--- config.mk ---
export PLATFORM = sky130hd
export DESIGN_NAME = chess_clock_timer
export DESIGN_NICKNAME = d
export VERILOG_FILES = /design/src/rtl/chess_clock_timer_pkg.sv /design/src/rtl/chess_clock_timer_tick_divider.sv /design/src/rtl/chess_clock_timer.sv
export SDC_FILE = /design/constraint.sdc
export NUM_CORES = 1
export LEC_CHECK = 0
export CORE_MARGIN = 2
export CORE_UTILIZATION = 31
export DETAILED_ROUTE_END_ITERATION = 16
export PLACE_DENSITY_LB_ADDON = 0.08
export SYNTH_ARGS = -nofsm -noshare
export SYNTH_HDL_FRONTEND = slang
export SYNTH_SLANG_ARGS = --single-unit
--- constraint.sdc ---
create_clock -name clk -period 7.95 [get_ports clk]
set_input_delay 1.59 -clock clk [delete_from_list [all_inputs] [get_ports clk]]
set_output_delay 1.59 -clock clk [all_outputs]
set_load 0.02 [all_outputs]
--- src/rtl/chess_clock_timer_pkg.sv ---
// Shared types and time-word helpers for the two-player chess clock core.
// A word is {1'b0, minutes[2:0], seconds[5:0]}, bounded to 5:59.
package chess_clock_pkg;

    typedef enum logic [2:0] {
        IDLE,
        RUN_W,
        RUN_B,
        PAUSED,
        DONE
    } state_t;

    localparam int MIN_W   = 3;
    localparam int SEC_W   = 6;
    localparam int WORD_W  = 10;
    localparam int MAX_MIN = 5;
    localparam int MAX_SEC = 59;

    typedef struct packed {
        logic [MIN_W-1:0] min;
        logic [SEC_W-1:0] sec;
    } mmss_t;

    function automatic logic [WORD_W-1:0] pack_word(mmss_t t);
        return {1'b0, t};
    endfunction

    function automatic mmss_t unpack_word(logic [WORD_W-1:0] w);
        return mmss_t'(w[WORD_W-2:0]);
    endfunction

    function automatic logic is_zero(mmss_t t);
        return (t == '0);
    endfunction

    // One-second countdown with minute borrow; 0:00 stays at 0:00.
    function automatic mmss_t dec_time(mmss_t t);
        mmss_t r;
        r = t;
        if (t.sec != '0) begin
            r.sec = t.sec - 1'b1;
        end else if (t.min != '0) begin
            r.min = t.min - 1'b1;
            r.sec = SEC_W'(MAX_SEC);
        end
        return r;
    endfunction

    function automatic mmss_t sat_add(mmss_t t, int inc);
        int    total;
        mmss_t r;
        total = int'(t.min) * (MAX_SEC + 1) + int'(t.sec) + inc;
        if (total > MAX_MIN * (MAX_SEC + 1) + MAX_SEC)
            total = MAX_MIN * (MAX_SEC + 1) + MAX_SEC;
        r.min = MIN_W'(total / (MAX_SEC + 1));
        r.sec = SEC_W'(total % (MAX_SEC + 1));
        return r;
    endfunction

endpackage

--- src/rtl/chess_clock_timer_tick_divider.sv ---
// Prescaler producing a one-cycle tick every CLK_HZ enabled clocks.
// clr restarts the second; the tick of the clearing cycle is still reported.
module tick_divider #(
    parameter int CLK_HZ = 100_000_000
) (
    input  logic clk,
    input  logic reset,
    input  logic en,
    input  logic clr,
    output logic tick
);

    localparam int CNT_W = $clog2(CLK_HZ > 1 ? CLK_HZ : 2);

    logic [CNT_W-1:0] count;
    logic             at_end;

    assign at_end = (count == CNT_W'(CLK_HZ - 1));
    assign tick   = en && at_end;

    // NOTE: sequential state uses non-blocking assignments so every flop samples pre-edge values.
    always_ff @(posedge clk or posedge reset) begin
        if (reset) begin
            count <= '0;
        end else if (clr) begin
            count <= '0;
        end else if (en) begin
            count <= at_end ? '0 : count + 1'b1;
        end
    end

endmodule

--- src/rtl/chess_clock_timer.sv ---
// Two-player countdown core feeding the digit-glyph decoder.
// Optional per-move increment is built when CHESS_CLOCK_INCREMENT_EN is defined.
module chess_clock_timer
    import chess_clock_pkg::*;
#(
    parameter int CLK_HZ    = 100_000_000,
    parameter int START_MIN = 5,
    parameter int START_SEC = 0,
    parameter int INC_SEC   = 2
) (
    input  logic       clk,
    input  logic       reset,
    input  logic       start,
    input  logic       move_w,
    input  logic       move_b,
    input  logic       pause,
    output logic [9:0] countdownW,
    output logic [9:0] countdownB,
    output logic       active_w,
    output logic       active_b,
    output logic       flag_w,
    output logic       flag_b
);

    if ((START_MIN > MAX_MIN) || (START_SEC > MAX_SEC) || (INC_SEC < 0) || (CLK_HZ < 1)) begin : g_bad_cfg
        $error("chess_clock_timer: parameter out of range");
    end

    localparam mmss_t START_T = '{min: MIN_W'(START_MIN), sec: SEC_W'(START_SEC)};

    state_t state;
    logic   saved_b;
    mmss_t  t_w, t_b;

    logic   running, count_en, tick, move_ok, flag_fall;
    mmss_t  cur, cur_ticked, cur_next;

    // NOTE: every always_comb output gets a default first so no latch is inferred.
    always_comb begin
        running    = (state == RUN_W) || (state == RUN_B);
        count_en   = running && !start && !pause;
        cur        = (state == RUN_B) ? t_b : t_w;
        cur_ticked = tick ? dec_time(cur) : cur;
        flag_fall  = tick && is_zero(cur_ticked);
        move_ok    = count_en && (((state == RUN_W) && move_w) || ((state == RUN_B) && move_b));
        cur_next   = cur_ticked;
`ifdef CHESS_CLOCK_INCREMENT_EN
        if (move_ok && !flag_fall)
            cur_next = sat_add(cur_ticked, INC_SEC);
`endif
    end

    tick_divider #(.CLK_HZ(CLK_HZ)) u_tick_divider (
        .clk   (clk),
        .reset (reset),
        .en    (count_en),
        .clr   (start || move_ok),
        .tick  (tick)
    );

    always_ff @(posedge clk or posedge reset) begin
        if (reset) begin
            state    <= IDLE;
            saved_b  <= 1'b0;
            t_w      <= START_T;
            t_b      <= START_T;
            active_w <= 1'b0;
            active_b <= 1'b0;
            flag_w   <= 1'b0;
            flag_b   <= 1'b0;
        end else if (start) begin
            state    <= RUN_W;
            t_w      <= START_T;
            t_b      <= START_T;
            active_w <= 1'b1;
            active_b <= 1'b0;
            flag_w   <= 1'b0;
            flag_b   <= 1'b0;
        end else begin
            case (state)
                RUN_W, RUN_B: begin
                    if (pause) begin
                        state    <= PAUSED;
                        saved_b  <= (state == RUN_B);
                        active_w <= 1'b0;
                        active_b <= 1'b0;
                    end else begin
                        if (state == RUN_W) t_w <= cur_next;
                        else                t_b <= cur_next;
                        // Flag fall outranks a same-cycle move: the game is over.
                        if (flag_fall) begin
                            state    <= DONE;
                            active_w <= 1'b0;
                            active_b <= 1'b0;
                            if (state == RUN_W) flag_w <= 1'b1;
                            else                flag_b <= 1'b1;
                        end else if (move_ok) begin
                            state    <= (state == RUN_W) ? RUN_B : RUN_W;
                            active_w <= (state == RUN_B);
                            active_b <= (state == RUN_W);
                        end
                    end
                end
                PAUSED: begin
                    if (pause) begin
                        state    <= saved_b ? RUN_B : RUN_W;
                        active_w <= !saved_b;
                        active_b <= saved_b;
                    end
                end
                default: ;
            endcase
        end
    end

    assign countdownW = pack_word(t_w);
    assign countdownB = pack_word(t_b);

endmodule

# Yosys cells after proc, flatten, opt, wreduce, memory -nomap -nowiden
# Cells that the tools add are included.
totals:
  wordCells: 97
  input_bits: 6
  reg_bits: 53
op_classes:
  n_addsub: 3
  eq_ne: 8
  n_bitwise: 1
  muxes: 46
  n_reduce_logical: 28
ops:
  columns: ["op", "n"]
  rows:
  - ["$mux 9", 11]
  - ["$mux 27", 3]
  - ["$add 27x1->27 const B", 1]
  - ["$eq 27x27->1 const B", 1]
  - ["$mux 1", 20]
  - ["$mux 3", 6]
  - ["$reduce_and 3->1", 4]
  - ["$logic_not 9->1", 1]
  - ["$reduce_and 4->1", 2]
  - ["$reduce_bool 2->1", 4]
  - ["$logic_and 1x1->1", 7]
  - ["$eq 3x2->1 const B", 2]
  - ["$mux 6", 1]
  - ["$pmux 3 s2", 1]
  - ["$reduce_bool 3->1", 2]
  - ["$reduce_bool 6->1", 1]
  - ["$sub 6x1->6 const B", 1]
  - ["$ne 5x5->1 const B", 1]
  - ["$mux 2", 2]
  - ["$ne 2x2->1 const B", 2]
  - ["$pmux 1 s2", 2]
  - ["$eq 3x1->1 const B", 1]
  - ["$logic_not 1->1", 3]
  - ["$logic_or 1x1->1", 3]
  - ["4 further kinds", 4]

# Logic depth before layout (Yosys ltp)
depth:
  word_depth: 12
  depth_mapped: 12
  mapped_depth_nobuf: 11

# By module
# From an unflattened synthesis, not the netlist that was laid out.
hier_totals:
  cells_unflattened: 406
  area_unflattened_um2: 3612.2
by_module_without_submodules:
  columns: ["mod", "n_inst", "seq_area_each_um2", "cells_each", "area_per_inst_um2"]
  rows:
  - ["chess_clock_timer", 1, 655.6, 230, 1968.1]
  - ["tick_divider", 1, 675.6, 176, 1644.1]

# Worst setup path before layout
# OpenSTA, ideal clock, no wires.
synth_path:
  path_type: "input port to flip-flop"
  start: "in pause"
  end: "reg state[1]"
  path_stages: 8
  required_time_ns: 7.829
  arrival_time_ns: 3.591
  setup_slack_ns: 4.238
  n_path_buf: 2
  setup_time_ns: 0.121
  path_cell_list: "buf_4 or3_1 or2_2 and3b_2 clkbuf_1 a21oi_1 or4_4 a22o_1"
synth_via:
  elab_chain_cells: 10
  elab_cells_between_ends: 14
  classes_between: "eq/ne: 2; mux: 5; reduce/logical: 7"
synth_rtl:
  columns: ["element", "line_no", "rtl"]
  rows:
  - ["from (decl)", "chess_clock_timer.sv:16", "input logic pause,"]
  - ["$logic_not 1->1", "chess_clock_timer.sv:41", "count_en = running && !start && !pause;"]
  - ["$logic_and 1x1->1", "chess_clock_timer.sv:41", null]
  - ["$logic_and 1x1->1", "chess_clock_timer_tick_divider.sv:19", "assign tick = en && at_end;"]
  - ["$mux 9", "chess_clock_timer.sv:43", "cur_ticked = tick ? dec_time(cur) : cur;"]
  - ["$logic_not 9->1", "chess_clock_timer_pkg.sv:33", "return (t == '0);"]
  - ["$logic_and 1x1->1", "chess_clock_timer.sv:44", "flag_fall = tick && is_zero(cur_ticked);"]
  - ["$mux 3", "chess_clock_timer.sv:91", "if (flag_fall) begin"]
  - ["$mux 3", "chess_clock_timer.sv:82", "if (pause) begin"]
  - ["$pmux 3 s2", "chess_clock_timer.sv:80", "case (state)"]
  - ["$mux 3", "chess_clock_timer.sv:71", "end else if (start) begin"]
  - ["to (signal assigned)", "chess_clock_timer.sv:98", "state <= (state == RUN_W) ? RUN_B : RUN_W;"]
  - ["to (signal assigned)", "chess_clock_timer.sv:106", "state <= saved_b ? RUN_B : RUN_W;"]
  - ["to (decl)", "chess_clock_timer.sv:31", "state_t state;"]
# Parallel ways exist; a longest one is shown, timed or not.
# A chain may end at the register's enable or synchronous reset.

# Worst setup path after layout
layout_path:
  start: "in start"
  end: "reg active_w"
layout_via:
  elab_chain_cells: 11
  elab_cells_between_ends: 16
  classes_between: "eq/ne: 2; mux: 5; reduce/logical: 9"
layout_rtl:
  columns: ["element", "line_no", "rtl"]
  rows:
  - ["from (decl)", "chess_clock_timer.sv:13", "input logic start,"]
  - ["$logic_not 1->1", "chess_clock_timer.sv:41", null]
  - ["$logic_and 1x1->1 (2 in a row)", "chess_clock_timer.sv:41", null]
  - ["$logic_and 1x1->1", "chess_clock_timer_tick_divider.sv:19", null]
  - ["$mux 9", "chess_clock_timer.sv:43", null]
  - ["$logic_not 9->1", "chess_clock_timer_pkg.sv:33", null]
  - ["$logic_and 1x1->1", "chess_clock_timer.sv:44", null]
  - ["$mux 1", "chess_clock_timer.sv:91", null]
  - ["$mux 1", "chess_clock_timer.sv:82", null]
  - ["$pmux 1 s2", "chess_clock_timer.sv:80", null]
  - ["$mux 1", "chess_clock_timer.sv:71", null]
  - ["to (signal assigned)", "chess_clock_timer.sv:99", "active_w <= (state == RUN_B);"]
  - ["to (signal assigned)", "chess_clock_timer.sv:107", "active_w <= !saved_b;"]
  - ["to (decl)", "chess_clock_timer.sv:19", "output logic active_w,"]
# Parallel ways exist; a longest one is shown, timed or not.

==> insert_results.sql <==
INSERT INTO impl_metrics (metric_group, metric, value, unit) VALUES
('routing', 'drtPass1Iterations', '4', ''),
('worst_setup_path', 'critical_path_buf_inv_count', '1', ''),
('yosys', 'async_flop_share', '1.00', ''),
('cells_and_area', 'leading_cell_types_in_the_layout_fill_and_taps_excluded', 'sky130_fd_sc_hd__nor2_1, sky130_fd_sc_hd__dfrtp_1, sky130_fd_sc_hd__nand2_1', ''),
('cells_and_area', 'syn_to_final_growth', '13.5', '%'),
('cells_and_area', 'final_core_utilization', '0.358', ''),
('cells_and_area', 'layout.cell_area.non_filler', '0.00366', 'mm^2'),
('worst_setup_path', 'crit_chain', 'clkdlybuf4s50_1 -> or3_1 -> or2_2 -> and3b_2 -> a21oi_1 -> nor4_1 -> nor2_1', ''),
('routing', 'final_antenna_net_count', '0', ''),
('sta', 'slew_violations', '0', ''),
('yosys', 'syn_avg_cell_area', '8.97', 'um^2'),
('global_route', 'grt_max_degree', '54', ''),
('placement', 'dpl_cell_area', '0.00358', 'mm^2'),
('routing', 'first_iter_violations', '111', ''),
('routing', 'postRouteWirelength', '7840', 'um'),
('global_route', 'grt_pass1_wl', '13500', 'um'),
('pwr', 'power.total', '0.723', 'mW'),
('global_route', 'grt_overflow', '0', ''),
('worst_setup_path', 'crit_path_max_fanout', '21', ''),
('worst_setup_path', 'critical-path-max-stage-delay', '0.82', 'ns'),
('yosys', 'post_synth_num_cell_types', '56', ''),
('run', 'maxCapViolations', '0', ''),
('sta', 'max-slew-margin-rel', '0.298', ''),
('outcome', 'outcome', 'complete, no violations', ''),
('clocking', 'clk-insertion-delay-late', '0.30', 'ns'),
('sta', 'fin_crit_period', '4.29', 'ns'),
('cells_and_area', 'num_antenna_cells', '0', ''),
('yosys', 'yosys-top-cells-area', 'sky130_fd_sc_hd__dfrtp_1, sky130_fd_sc_hd__nor2_1, sky130_fd_sc_hd__nand2_1', ''),
('clocking', 'tritoncts', 'done', ''),
('die', 'initial_core_util', '0.316', ''),
('pwr', 'maximum_vdd_drop', '0.0785', 'mV'),
('placement', 'post-dp-hpwl', '5790', 'um'),
('yosys', 'dominantRegCellSynth', 'sky130_fd_sc_hd__dfrtp_1', ''),
('yosys', 'ys_ff_latch', '53', ''),
('die', 'boundaryPins', '30', ''),
('yosys', 'synthAdderAreaFrac', '0.0194', ''),
('pwr', 'leakage', '1.48', 'nW'),
('yosys', 'synthesis.area', '0.00323', 'mm^2'),
('sta', 'grt_setup_unrepaired', 'false', ''),
('clocking', 'max-clock-path-buffers', '2', ''),
('sta', 'setup_slack', '3.66', 'ns'),
('clocking', 'cts.root.buffer_cell', 'sky130_fd_sc_hd__clkbuf_8', ''),
('die', 'std_cell_rows', '37', ''),
('sta', 'worst_pin_slew', '1.04', 'ns'),
('yosys', 'synth.largest_area_cell', 'sky130_fd_sc_hd__dfrtp_1', ''),
('worst_setup_path', 'cp_top_family', 'simple AND/OR/NAND/NOR gates', ''),
('placement', 'final_weighted_congestion_in_routability_driven_placement', '0.778', ''),
('clocking', 'cts_made_buffers', '5', ''),
('placement', 'dp_worst_setup_slack', '3.34', 'ns'),
('yosys', 'synth-warning-count', '0', ''),
('cells_and_area', 'post_layout_instance_count_excluding_filler_cells', '517', ''),
('worst_setup_path', 'crit_path_start_kind', 'input pin', ''),
('sta', 'worst_hold_slack', '0.513', 'ns'),
('worst_setup_path', 'cpMaxStageDelayCell', 'sky130_fd_sc_hd__clkdlybuf4s50_1', ''),
('clocking', 'cts-hold-fix-buffers', '0', ''),
('yosys', 'synth-seq-area-share', '0.412', ''),
('sta', 'setup-tns-final', '0', 'ns'),
('cells_and_area', 'net_count_reported_at_finish', '391', ''),
('min_path', 'class_of_the_tightest_hold_or_removal_check', 'reg -> reg', ''),
('clocking', 'clock-sinks', '53', ''),
('routing', 'vias_per_cell', '5.03', ''),
('die', 'die_area', '0.0112', 'mm^2'),
('global_route', 'grt.total_usage', '0.148', ''),
('yosys', 'dominant_combinational_cell_family_by_area_after_synthesis', 'simple AND/OR/NAND/NOR gates', ''),
('cells_and_area', 'seq_area', '0.00133', 'mm^2'),
('yosys', 'proportion_of_netlist_area_held_by_the_largest_area_contributor', '0.380', ''),
('sta', 'final_hold_viol_count', '0', ''),
('die', 'die_width', '106', 'um'),
('clocking', 'post_cts.resized_instances', '0', ''),
('cells_and_area', 'layout_commonest_cell', 'sky130_fd_sc_hd__nor2_1', ''),
('worst_setup_path', 'setup.worst_path.end_class', 'flop', '');
==> layout make-up <==
class | count | area share
clock buffers | 7 | 0.0208
inverters | 8 | 0.00819
clock inverters | 1 | 0.00137
repair buffers | 29 | 0.0778
well taps | 136 | 0.0464
multi-input cells | 283 | 0.482
flip-flops and latches | 53 | 0.363
==> cells in the mapped netlist, types with 2 or more instances <==
cell / instances
sky130_fd_sc_hd__o21ai_0: 14
sky130_fd_sc_hd__clkbuf_1: 8
sky130_fd_sc_hd__dfstp_2: 4
sky130_fd_sc_hd__nand2_1: 39
sky130_fd_sc_hd__a21oi_1: 20
sky130_fd_sc_hd__inv_1: 8
sky130_fd_sc_hd__buf_4: 4
sky130_fd_sc_hd__ha_1: 5
sky130_fd_sc_hd__xnor2_1: 8
sky130_fd_sc_hd__nand2b_1: 2
sky130_fd_sc_hd__a311o_1: 2
sky130_fd_sc_hd__o2bb2ai_1: 2
sky130_fd_sc_hd__o211ai_1: 3
sky130_fd_sc_hd__nor4_1: 6
sky130_fd_sc_hd__mux2i_1: 12
sky130_fd_sc_hd__a211oi_1: 7
sky130_fd_sc_hd__nand3b_1: 2
sky130_fd_sc_hd__or3_1: 5
sky130_fd_sc_hd__or4_4: 2
sky130_fd_sc_hd__and3b_1: 2
sky130_fd_sc_hd__nor3_1: 16
sky130_fd_sc_hd__and4_1: 2
sky130_fd_sc_hd__xor2_1: 13
sky130_fd_sc_hd__nand3_1: 12
sky130_fd_sc_hd__o31ai_1: 5
sky130_fd_sc_hd__and3_1: 10
sky130_fd_sc_hd__nor2_1: 51
sky130_fd_sc_hd__a21o_1: 2
sky130_fd_sc_hd__nor4b_1: 2
sky130_fd_sc_hd__a22o_1: 3
sky130_fd_sc_hd__nand4_1: 10
sky130_fd_sc_hd__dfrtp_1: 49
sky130_fd_sc_hd__mux2_2: 5
sky130_fd_sc_hd__buf_6: 3
==> where the power goes <==
| group | switching (mW) | total (mW) | internal (mW) | leakage (nW) |
|---|---|---|---|---|
| logic | 0.151 | 0.247 | 0.0958 | 0.724 |
| clock network | 0.0867 | 0.149 | 0.0621 | 0.0422 |
| registers | 0.0324 | 0.327 | 0.295 | 0.713 |
==> routing by layer <==
layer / GRT usage / vias up / part of all wire
met5: 0 / - / 0
met4: 0.0395 / 0 / 0.010
met3: 0.0208 / 5 / 0.018
met2: 0.253 / 21 / 0.49
met1: 0.198 / 1253 / 0.48
li1: - / 1320 / -
==> final timing paths <==
kind,endpoint,slack [ns],depth (start not counted),start
min,u_tick_divider.count[6]$_DFFE_PP0P_,0.51,1,u_tick_divider.count[6]$_DFFE_PP0P_
min in group asynchronous,countdownB[7]$_DFFE_PP0P_,1.79,3,reset
max in group asynchronous,flag_b$_DFFE_PP0P_,5.71,3,reset
max reg2reg,active_w$_DFFE_PP0P_,4.33,11,state[1]$_DFFE_PP0P_
min reg2reg,u_tick_divider.count[6]$_DFFE_PP0P_,0.51,1,u_tick_divider.count[6]$_DFFE_PP0P_
max,active_w$_DFFE_PP0P_,3.66,7,start
==> flip-flops by register name (all words and copies together) (netlist names) <==
register / cells
active_b: 1
active_w: 1
countdownB: 9
countdownW: 9
flag_b: 1
flag_w: 1
saved_b: 1
state: 3
u_tick_divider.count: 27
==> logic make-up (layout without fill, tap and decap cells) <==
kind of cell | Yosys count | count (layout)
DFF | 53 | 53
AOI/OAI and AO/OA | 65 | 65
other | 1 | 2
buffers and inverters | 25 | 45
muxes | 17 | 17
adders and majority gates | 5 | 5
and+or+nand+nor | 173 | 173
xor gates and xnor gates | 21 | 21
Power figures use the tool's default switching activity.
